## src/rtl/mult_div_unit_pkg.sv

```systemverilog
// Shared encodings for the iterative multiply/divide unit.
// The control unit decodes funct into op_e; the unit sequences with state_e.
package mult_div_unit_pkg;

  typedef enum logic [1:0] {
    OP_MULT  = 2'b00,
    OP_MULTU = 2'b01,
    OP_DIV   = 2'b10,
    OP_DIVU  = 2'b11
  } op_e;

  typedef enum logic [1:0] {
    ST_IDLE   = 2'b00,
    ST_RUN    = 2'b01,
    ST_FINISH = 2'b10
  } state_e;

  function automatic logic is_div_op(input op_e o);
    return (o == OP_DIV) || (o == OP_DIVU);
  endfunction

  function automatic logic is_signed_op(input op_e o);
    return (o == OP_MULT) || (o == OP_DIV);
  endfunction

endpackage

```

## src/rtl/mult_div_datapath.sv

```systemverilog
// Shared shift register for shift-add multiply and restoring divide on magnitudes.
// acc holds {upper partial (W+1 bits), lower word}: product halves or {remainder, quotient}.
module mult_div_datapath #(
  parameter int W = 32
) (
  input  logic         clk,
  input  logic         rst_n,
  input  logic         load,
  input  logic         step,
  input  logic         is_div,
  input  logic [W:0]   a_mag,
  input  logic [W:0]   b_mag,
  output logic [W-1:0] res_hi,
  output logic [W-1:0] res_lo
);

  logic [2*W:0] acc_q, acc_d;
  logic [W:0]   opnd_q, opnd_d;
  logic [W+1:0] mul_sum_s;
  logic [W+1:0] div_trial_s;

  // One iteration of the selected algorithm, or a fresh operand load.
  always_comb begin
    acc_d       = acc_q;
    opnd_d      = opnd_q;
    mul_sum_s   = {1'b0, acc_q[2*W:W]} + (acc_q[0] ? {1'b0, opnd_q} : {(W+2){1'b0}});
    div_trial_s = {1'b0, acc_q[2*W-1:W-1]} - {1'b0, opnd_q};
    if (load) begin
      acc_d  = {{W{1'b0}}, a_mag};
      opnd_d = b_mag;
    end else if (step) begin
      if (is_div) begin
        // A borrow out of the trial subtraction means the divisor did not fit.
        if (div_trial_s[W+1]) begin
          acc_d = {acc_q[2*W-1:0], 1'b0};
        end else begin
          acc_d = {div_trial_s[W:0], acc_q[W-2:0], 1'b1};
        end
      end else begin
        acc_d = {mul_sum_s, acc_q[W-1:1]};
      end
    end else begin
      acc_d = acc_q;
    end
  end

  // Working registers.
  always_ff @(posedge clk or negedge rst_n) begin
    if (!rst_n) begin
      acc_q  <= '0;
      opnd_q <= '0;
    end else begin
      acc_q  <= acc_d;
      opnd_q <= opnd_d;
    end
  end

  assign res_hi = acc_q[2*W-1:W];
  assign res_lo = acc_q[W-1:0];

endmodule

```

## src/rtl/mult_div_unit.sv

```systemverilog
// Iterative MULT/MULTU/DIV/DIVU unit owning the architectural HI/LO registers.
// Sequencer, sign handling and MTHI/MTLO writes; the iterations live in mult_div_datapath.
module mult_div_unit
  import mult_div_unit_pkg::*;
#(
  parameter int DATA_WIDTH = 32
) (
  input  logic                  clk,
  input  logic                  reset,
  input  logic                  start,
  input  logic [1:0]            op,
  input  logic [DATA_WIDTH-1:0] A,
  input  logic [DATA_WIDTH-1:0] B,
  input  logic                  hi_we,
  input  logic                  lo_we,
  input  logic [DATA_WIDTH-1:0] wdata,
  output logic                  busy,
  output logic                  done,
  output logic                  div_by_zero,
  output logic [DATA_WIDTH-1:0] hi,
  output logic [DATA_WIDTH-1:0] lo
);

  localparam int W  = DATA_WIDTH;
  localparam int CW = $clog2(DATA_WIDTH);
  localparam logic [CW-1:0] LAST_CNT = CW'(DATA_WIDTH - 1);

  state_e          state_q, state_d;
  logic [CW-1:0]   cnt_q, cnt_d;
  op_e             op_q, op_d;
  logic [W-1:0]    a_q, a_d, hi_q, hi_d, lo_q, lo_d;
  logic            neg_a_q, neg_a_d, neg_b_q, neg_b_d, div0_q, div0_d;
  logic            busy_q, busy_d, done_q, done_d, dbz_q, dbz_d;

  op_e             op_in_s;
  logic            a_neg_s, b_neg_s, load_s, step_s, div_op_s, neg_res_s;
  logic [W:0]      a_mag_s, b_mag_s;
  logic [W-1:0]    res_hi_s, res_lo_s;
  logic [2*W-1:0]  prod_s;

  assign op_in_s  = op_e'(op);
  assign a_neg_s  = is_signed_op(op_in_s) & A[W-1];
  assign b_neg_s  = is_signed_op(op_in_s) & B[W-1];
  // Sign-extend before negating so that the most negative value yields 2^(W-1).
  assign a_mag_s  = a_neg_s ? ({(W+1){1'b0}} - {1'b1, A}) : {1'b0, A};
  assign b_mag_s  = b_neg_s ? ({(W+1){1'b0}} - {1'b1, B}) : {1'b0, B};
  assign load_s   = (state_q == ST_IDLE) && start;
  assign step_s   = (state_q == ST_RUN);
  assign div_op_s = is_div_op(op_q);
  assign neg_res_s = neg_a_q ^ neg_b_q;
  assign prod_s   = {res_hi_s, res_lo_s};

  mult_div_datapath #(.W(W)) u_datapath (
    .clk    (clk),
    .rst_n  (reset),
    .load   (load_s),
    .step   (step_s),
    .is_div (div_op_s),
    .a_mag  (a_mag_s),
    .b_mag  (b_mag_s),
    .res_hi (res_hi_s),
    .res_lo (res_lo_s)
  );

  // Sequencer next state and operand capture.
  always_comb begin
    state_d = state_q;
    cnt_d   = cnt_q;
    op_d    = op_q;
    a_d     = a_q;
    neg_a_d = neg_a_q;
    neg_b_d = neg_b_q;
    div0_d  = div0_q;
    case (state_q)
      ST_IDLE: begin
        if (start) begin
          op_d    = op_in_s;
          a_d     = A;
          neg_a_d = a_neg_s;
          neg_b_d = b_neg_s;
          cnt_d   = '0;
          div0_d  = is_div_op(op_in_s) && (B == '0);
          state_d = (is_div_op(op_in_s) && (B == '0)) ? ST_FINISH : ST_RUN;
        end else begin
          state_d = ST_IDLE;
        end
      end
      ST_RUN: begin
        if (cnt_q == LAST_CNT) begin
          state_d = ST_FINISH;
        end else begin
          cnt_d   = cnt_q + CW'(1);
        end
      end
      ST_FINISH: state_d = ST_IDLE;
      default:   state_d = ST_IDLE;
    endcase
    busy_d = (state_d != ST_IDLE);
    done_d = (state_q == ST_FINISH);
    dbz_d  = (state_q == ST_FINISH) && div0_q;
  end

  // HI/LO update: sign-corrected result on the FINISH edge, MTHI/MTLO only when idle.
  always_comb begin
    hi_d = hi_q;
    lo_d = lo_q;
    if (state_q == ST_FINISH) begin
      if (div0_q) begin
        hi_d = a_q;
        lo_d = '1;
      end else if (div_op_s) begin
        lo_d = neg_res_s ? -res_lo_s : res_lo_s;
        hi_d = neg_a_q ? -res_hi_s : res_hi_s;
      end else begin
        {hi_d, lo_d} = neg_res_s ? -prod_s : prod_s;
      end
    end else if ((state_q == ST_IDLE) && !start) begin
      hi_d = hi_we ? wdata : hi_q;
      lo_d = lo_we ? wdata : lo_q;
    end else begin
      hi_d = hi_q;
      lo_d = lo_q;
    end
  end

  // Control and architectural state registers.
  always_ff @(posedge clk or negedge reset) begin
    if (!reset) begin
      state_q <= ST_IDLE;
      cnt_q   <= '0;
      op_q    <= OP_MULT;
      a_q     <= '0;
      neg_a_q <= 1'b0;
      neg_b_q <= 1'b0;
      div0_q  <= 1'b0;
      busy_q  <= 1'b0;
      done_q  <= 1'b0;
      dbz_q   <= 1'b0;
      hi_q    <= '0;
      lo_q    <= '0;
    end else begin
      state_q <= state_d;
      cnt_q   <= cnt_d;
      op_q    <= op_d;
      a_q     <= a_d;
      neg_a_q <= neg_a_d;
      neg_b_q <= neg_b_d;
      div0_q  <= div0_d;
      busy_q  <= busy_d;
      done_q  <= done_d;
      dbz_q   <= dbz_d;
      hi_q    <= hi_d;
      lo_q    <= lo_d;
    end
  end

  assign busy        = busy_q;
  assign done        = done_q;
  assign div_by_zero = dbz_q;
  assign hi          = hi_q;
  assign lo          = lo_q;

endmodule

```

## config.mk

```make
export PLATFORM = sky130hd
export DESIGN_NAME = mult_div_unit
export DESIGN_NICKNAME = d
export VERILOG_FILES = /design/src/rtl/mult_div_unit_pkg.sv /design/src/rtl/mult_div_datapath.sv /design/src/rtl/mult_div_unit.sv
export SDC_FILE = /design/constraint.sdc
export NUM_CORES = 1
export LEC_CHECK = 0
export BUFFER_PORTS_ARGS = -buffer_cell sky130_fd_sc_hd__buf_2
export CAP_MARGIN = 5
export CORE_MARGIN = 2
export CORE_UTILIZATION = 25
export DETAILED_ROUTE_END_ITERATION = 7
export PLACE_DENSITY = 0.47
export SLEW_MARGIN = 20
export SYNTH_ARGS = -nofsm -noshare
export SYNTH_HDL_FRONTEND = slang
export SYNTH_SLANG_ARGS = --single-unit
```

## constraint.sdc

```tcl
create_clock -name clk -period 4.6 [get_ports clk]
set_clock_uncertainty 0.2 [all_clocks]
set_input_delay 0.23 -clock clk [delete_from_list [all_inputs] [get_ports clk]]
set_output_delay 0.23 -clock clk [all_outputs]
set_load 0.05 [all_outputs]
```

==> summary.md, run 1 <==
| Metric | Value |
|---|---|
| VDD IR max | `between 300 and 400 µV` |
| Pwr Total | `about 17 mW` |
| Starting DRT DRC Count | `between 1,000 and 1,500` |
| Post-synth EDFFs | `0` |
| Hold/Removal Path Class | `in -> async` |
| Drt wl/cell | `roughly 20 µm` |
| LEAKAGE | `8.78 nW` |
| Clock Latency Late Sink | `just under 0.6 ns` |
| Post-DP HPWL | `45.4 mm` |
| CP arrival | `around 4.3 ns` |
| Register area share after synthesis | `33.1%` |
| Cells after Synth | `just under 2,000` |
| Post-route cell area | `between 15,000 and 20,000 µm²` |
| Total track usage | `between 10% and 20%` |
| Ys async rst share | `100%` |
| Die H | `roughly 250 µm` |
| Yosys cell types | `between 80 and 90` |
| Post-Syn Nets | `2,157` |
| Crit-path max FO | `24` |
| Final WL | `60.6 mm` |
| Cell Area, Placed | `17,700 µm²` |
| Most frequent cells in the layout | `nand2_1, o21ai_0, dfrtp_1, nor2_1, buf_2` |
| CP endpoint kind | `register` |
| PD cells | `between 800 and 900 nW/µm²` |
| Relative slew slack | `a little under 30%` |
| Worst-margin pin slew | `approximately 1.1 ns` |
| Post-Place Cells | `~3,000` |
| Die Area | `between 60,000 and 70,000 µm²` |
| Ratio of cells with drive above 1 in the final layout | `between 10% and 20%` |
| CTS Buffer Depth | `3` |
| Status | `finished clean` |
| DR vias/cell | `around 5` |
| Die X | `roughly 250 µm` |
| Fin cells | `3,090` |
| Hold Fails Final Rpt | `0` |
| # rows | `91` |
| Antenna viol nets, final | `0` |
| PostCTS Resize Cnt | `0` |
| Setup TNS | `0 ns` |
| Avg Cell Area, Syn | `7.95 µm²` |
| Critical path class | `reg -> reg` |
| Grt total ovfl | `0` |
| Vias in the first global route | `around 15,000` |
| Inserted Diodes | `0` |
| Ys Warns | `0` |
| Total of max-cap violations | `0` |
| Final period util | `between 80% and 90%` |
| Synth Flop Type | `dfrtp_1` |
| Vias | `about 16,000` |
| Root Driver | `clkbuf_16` |
| CP required | `about 4.8 ns` |
| Port bufs | `roughly 170` |
| Fin nets | `approximately 2,400` |
| IO Count | `170` |
| Initial antenna violation count | `0` |
| Core ar. | `61,900 µm²` |
| Num CTS Buffers | `27` |
| Cell area after synthesis | `around 16,000 µm²` |
| Most common cell after layout, fill and taps aside | `nand2_1` |
| DR pass1 iterations | `6` |
| Layout filler cell count | `6,730` |
| Clk sink count | `~210` |
| Area growth, synth to finish | `25.2%` |
| Starting Density | `about 25%` |
| Largest net degree at the start of global routing | `roughly 110` |
| Fmax | `approximately 0.25 GHz` |
| Unrepaired setup endpoints after global routing | `no` |
| GP Congestion | `between 0.9 and 1` |
| Setup Viol. Count Final | `0` |
| Post-CTS setup buffer count | `0` |
| First-pass GRT wire length | `about 93 mm` |
| Residual DRC count | `0` |
| TritonCTS clock tree | `yes` |
| Period minus WS final | `4.03 ns` |
| Flops & latches, synth | `approximately 210` |
| H-tree levels | `1` |
| Clock transition at path regs | `around 0.07 ns` |
| CP Launch Type | `register` |
| Max Slew Vio Count | `0` |
==> cells by family (layout without fill, tap and decap cells) <==
group	count (synthesis)	after routing	synth area share (%)
compound gates	638	638	24.9
xor+xnor	176	176	9.79
fa+ha+maj	74	74	5.98
buf+inv	183	456	4.48
flops	208	208	33.1
mux	51	51	3.25
simple gates	650	650	18.5
==> power by group <==
group          total (mW)  switching, mW  leakage [nW]  internal (mW)
sequential           3.62          0.923          2.57           2.70
combinational        10.9           6.93          5.75           3.97
clock                2.22          0.924         0.454           1.30
total                16.7           8.78          8.78           7.97
==> worst max-delay path: stages, from the launching register on <==
cell and delay, ns:
dfrtp_1 0.43, clkinv_1 0.37, buf_4 0.36, nor2_1 0.15
ha_1 0.30, and4_1 0.21, o21a_1 0.12, a2111oi_2 0.41
o31ai_2 0.17, a21oi_2 0.31, o32ai_4 0.17, a31oi_4 0.22
xnor2_1 0.09, a221oi_1 0.26, o21ai_1 0.10
==> through the flow <==
stage               setup slack (ns)  hold WS (ns)  utilization [%]
finish                         0.573         0.147             31.8
global route                   0.147         0.220             31.8
CTS                            0.492         0.157             31.8
detailed placement             0.521         0.213             28.5
global placement               0.633         0.194             28.5
floorplan                       1.11        -0.266                -
==> sequential cells by signal (all words and copies together), names as in the netlist <==
signal / flops
hi: 32
u_datapath.acc_q: 65
u_datapath.opnd_q: 33
state_q: 2
neg_b_q: 1
cnt_q: 5
done: 1
div0_q: 1
op_q: 1
lo: 32
a_q: 32
neg_a_q: 1
busy: 1
div_by_zero: 1
==> cell type report <==
type / count / area, µm² / share of cell area (%)
Multi-Input combinational cell: 1589 / 9880 / 50.1
Sequential cell: 208 / 5210 / 26.4
Timing Repair Buffer: 333 / 2380 / 12.1
Tap cell: 837 / 1050 / 5.32
Clock buffer: 36 / 769 / 3.91
Inverter: 73 / 274 / 1.39
Clock inverter: 14 / 151 / 0.768
==> worst paths after layout <==
kind                                     start  slack, ns              endpoint  cells past startpoint
max in group asynchronous                reset       2.94                hi[23]                      3
max                        u_datapath.acc_q[0]       0.57  u_datapath.acc_q[62]                     14
max reg2reg                u_datapath.acc_q[0]       0.57  u_datapath.acc_q[62]                     14
min                                      reset       0.15   u_datapath.acc_q[9]                      2
min reg2reg                              lo[3]       0.27                 lo[3]                      1
min in group clk                         op[0]       0.19  u_datapath.acc_q[31]                      5
==> cells in the mapped netlist, types with 7 or more instances <==
cell      number  area share [%]
mux2i_1       50             3.2
nor4_1        19            0.76
o22ai_1       39             1.6
o31ai_1        9            0.43
nand2_1      267             6.4
a21o_1        36             1.7
ha_1          72             5.7
or3_1         15            0.60
inv_1         70             1.7
and3_1        14            0.56
nor2b_1       11            0.44
nand2b_1      10            0.40
a211oi_1      18            0.86
nand4_1       10            0.40
nor2_1       207             4.9
buf_1          7            0.17
a22oi_1       21             1.0
o41ai_1        9            0.50
o21a_1        12            0.57
and2_1         9            0.36
nand3_1       16            0.51
o21ai_0      211             6.7
a21oi_1      161             5.1
a31oi_1       22            0.87
xor2_1        79             4.4
nor3_1        37             1.2
o21ai_1       19            0.60
a222oi_1      14            0.89
dfrtp_1      208              33
clkbuf_1      94             2.2
o21bai_1       9            0.43
xnor2_1       97             5.4
==> timing repair <==
| item | in CTS | in global routing |
|---|---|---|
| hold buffers | 111 | 0 |
| endpoints found under the setup margin | 0 | 0 |
| endpoints found under the hold margin | 268 | 0 |
==> layer usage <==
layer	up-vias	part of all wire, %	track usage, %	wire [µm]
met5	-	0	0	0
met4	0	2.7	4.85	1670
met3	81	5.2	2.08	3170
met2	480	45	29.9	27200
met1	7376	47	25.9	28600
li1	7583	-	-	-
No activity file was read; power rests on OpenSTA's default activity.
==> run 2: changes to the inputs <==
--- a/config.mk
+++ b/config.mk
@@ -11,6 +11,8 @@
 export CORE_UTILIZATION = 25
 export DETAILED_ROUTE_END_ITERATION = 7
 export PLACE_DENSITY = 0.47
+export RECOVER_POWER = 100
+export SETUP_SLACK_MARGIN = 0.4
 export SLEW_MARGIN = 20
 export SYNTH_ARGS = -nofsm -noshare
 export SYNTH_HDL_FRONTEND = slang
==> summary.md, run 2 (same netlist as run 1, synthesis figures left out) <==
| Metric | Value |
|---|---|
| Status | `finished with violations (was finished clean)` |
| Fmax | `0.247 GHz (was 0.248 GHz)` |
| Hold Fails Final Rpt | `0 (unchanged)` |
| Total of max-cap violations | `4 (was 0)` |
| H-tree levels | `1 (unchanged)` |
| Initial antenna violation count | `0 (unchanged)` |
| Total track usage | `18.4% (unchanged)` |
| Antenna viol nets, final | `0 (unchanged)` |
| Biggest register | `u_datapath.acc_q (unchanged)` |
| Setup TNS | `0 ns (unchanged)` |
| Max Slew Vio Count | `233 (was 0)` |
| DR vias/cell | `5.02 (about the same)` |
| Residual DRC count | `0 (unchanged)` |
| Buf/Inv on CP | `1 (was 2)` |
| Inserted Diodes | `0 (unchanged)` |
| VDD IR max | `384 µV (was 385 µV)` |
| Largest regs | `u_datapath.acc_q: 65 flops, u_datapath.opnd_q: 33 flops (unchanged)` |
| Critical path class | `reg -> reg (unchanged)` |
| Worst slack, placed | `0.521 ns (unchanged)` |
| Clk sink count | `208 (unchanged)` |
| Core ar. | `61,900 µm² (unchanged)` |
| Unrepaired setup endpoints after global routing | `no (unchanged)` |
| CTS Buffer Depth | `3 (unchanged)` |
| Vias | `15,500 (about the same)` |
| Root Driver | `clkbuf_16 (unchanged)` |
| Drt wl/cell | `19.6 µm (about the same)` |
| Relative slew slack | `-110% (was 29.1%)` |
| Worst-margin pin slew | `3.16 ns (was 1.06 ns)` |
| Fin nets | `2,411 (was 2,409)` |
| Setup Viol. Count Final | `0 (unchanged)` |
| Largest net degree at the start of global routing | `114 (unchanged)` |
| GP Congestion | `0.907 (unchanged)` |
| Die Area | `65,000 µm² (unchanged)` |
| Clock Latency Late Sink | `0.58 ns (about the same)` |
| Ratio of cells with drive above 1 in the final layout | `10.0% (was 13.6%)` |
| CP required | `4.80 ns (was 4.84 ns)` |
| First-pass GRT wire length | `93.1 mm (unchanged)` |
| Most common cell after layout, fill and taps aside | `nand2_1 (unchanged)` |
| Die X | `255 µm (unchanged)` |
| Max incr delay on CP | `2.14 ns (was 0.43 ns)` |
| CP endpoint kind | `register (unchanged)` |
| IO Count | `170 (unchanged)` |
| Area growth, synth to finish | `24.2% (was 25.2%)` |
| # rows | `91 (unchanged)` |
| Hold/Removal Path Class | `in -> reg (was in -> async)` |
| PD cells | `852 nW/µm² (was 850 nW/µm²)` |
| Num CTS Buffers | `27 (unchanged)` |
| Clock transition at path regs | `0.07 ns (about the same)` |
| Vias in the first global route | `15,400 (unchanged)` |
| Post-DP HPWL | `45.4 mm (unchanged)` |
| CP top delay family | `compound AO/OA/AOI/OAI gates (unchanged)` |
| Final WL | `60.6 mm (about the same)` |
| Violations in the final reports | `capacitance limit, slew limit` |
| Starting Density | `25.4% (unchanged)` |
| LEAKAGE | `8.54 nW (was 8.78 nW)` |
| CP cell instances | `o21ai_1 -> clkbuf_2 -> o21ai_0 (was clkinv_1 -> buf_4 -> nor2_1 -> ha_1 -> and4_1 -> o21a_1 -> a2111oi_2 -> o31ai_2 -> a21oi_2 -> o32ai_4 -> a31oi_4 -> xnor2_1 -> a221oi_1 -> o21ai_1)` |
| Final period util | `88.0% (was 87.5%)` |
| Layout filler cell count | `6,783 (was 6,730)` |
| Port bufs | `169 (unchanged)` |
| Period minus WS final | `4.05 ns (was 4.03 ns)` |
| Max reg flops | `65 (unchanged)` |
| DR pass1 iterations | `5 (was 6)` |
| Starting DRT DRC Count | `1,232 (was 1,225)` |
| CP arrival | `4.25 ns (was 4.27 ns)` |
| TritonCTS clock tree | `yes (unchanged)` |
| Worst Setup Slack, final | `0.553 ns (was 0.573 ns)` |
| Reg area | `5210 µm² (unchanged)` |
| Die H | `255 µm (unchanged)` |
| Grt total ovfl | `0 (unchanged)` |
| Crit-path max FO | `40 (was 24)` |
| Most frequent cells in the layout | `nand2_1, o21ai_0, nor2_1, dfrtp_1, a21oi_1 (was nand2_1, o21ai_0, dfrtp_1, nor2_1, buf_2)` |
| CP Launch Type | `register (unchanged)` |
| Critical path's slowest cell | `o21ai_1 (was dfrtp_1)` |
| Multi-input logic area | `9810 µm² (was 9880 µm²)` |
## run 2: cell types whose count changed in the layout (fill, tap and decap cells not counted), moves of 2 or more
| cell | change |
|---|---|
| buf_4 | -4 |
| nor2_1 | +2 |
| clkbuf_2 | +5 |
| o21ai_0 | +7 |
| o21ai_1 | -6 |
| a21boi_1 | -2 |
| a21boi_0 | +2 |
| clkbuf_1 | +71 |
| nor2_2 | -2 |
| buf_2 | -69 |
## run 2: final cells by class
class	count	share of cell area, %
multi-input combinational	1589	50.2
sequential	208	26.6
timing repair buffer	335	11.7
tap	837	5.36
clock buffer	36	3.94
inverter	73	1.41
clock inverter	14	0.775
## run 2: stage by stage
| step | instances | instance area (µm²) | hold slack, ns | utilization (%) | total power [mW] |
|---|---|---|---|---|---|
| after global placement | 2929 | 17700 | 0.194 | 28.5 | 14.3 |
| after CTS | 3090 | 19700 | 0.157 | 31.8 | 16.7 |
| after floorplan | 1980 | 15700 | -0.266 | - | 11.1 |
| after detailed placement | 2929 | 17700 | 0.213 | 28.5 | 14.3 |
| final | 3092 | 19500 | 0.168 | 31.5 | 16.6 |
| after global routing | 3092 | 19500 | 0.220 | 31.5 | 18.0 |
## run 2: repair_timing
action / 4_1_cts / 5_1_grt
setup buffers: 0 / 2
endpoints found under the setup margin: 0 / 10
endpoints found under the hold margin: 268 / 0
gates resized for setup: 0 / 2
hold buffers: 111 / 0
## run 2: per-layer routing
| layer | track usage [%] | vias up | part of all wire (%) |
|---|---|---|---|
| li1 | - | 7583 | - |
| met1 | 25.9 | 7419 | 47 |
| met2 | 29.9 | 455 | 45 |
| met3 | 2.08 | 78 | 5.0 |
| met4 | 4.85 | 0 | 2.7 |
| met5 | 0 | - | 0 |
## run 2: where the power goes
part	switching (mW)	internal (mW)
logic	6.92	3.87
registers	0.924	2.70
clock network	0.928	1.30
## run 2: path summary, 6_finish.rpt
check                      startpoint                    to  slack (ns)  depth (start not counted)
setup / recovery           state_q[0]   u_datapath.acc_q[2]        0.55                          3
hold / removal                  op[0]  u_datapath.acc_q[31]        0.17                          5
setup reg to reg           state_q[0]   u_datapath.acc_q[2]        0.55                          3
hold reg to reg                 lo[3]                 lo[3]        0.28                          1
max in group asynchronous       reset               a_q[24]        1.00                          3
min in group asynchronous       reset   u_datapath.acc_q[9]        1.00                          2
## run 2: worst min-delay path: cells and delay by family
kind            cells  cell delay [ns]
compound gates      3             0.39
buf+inv             1             0.17
simple gates        1             0.09
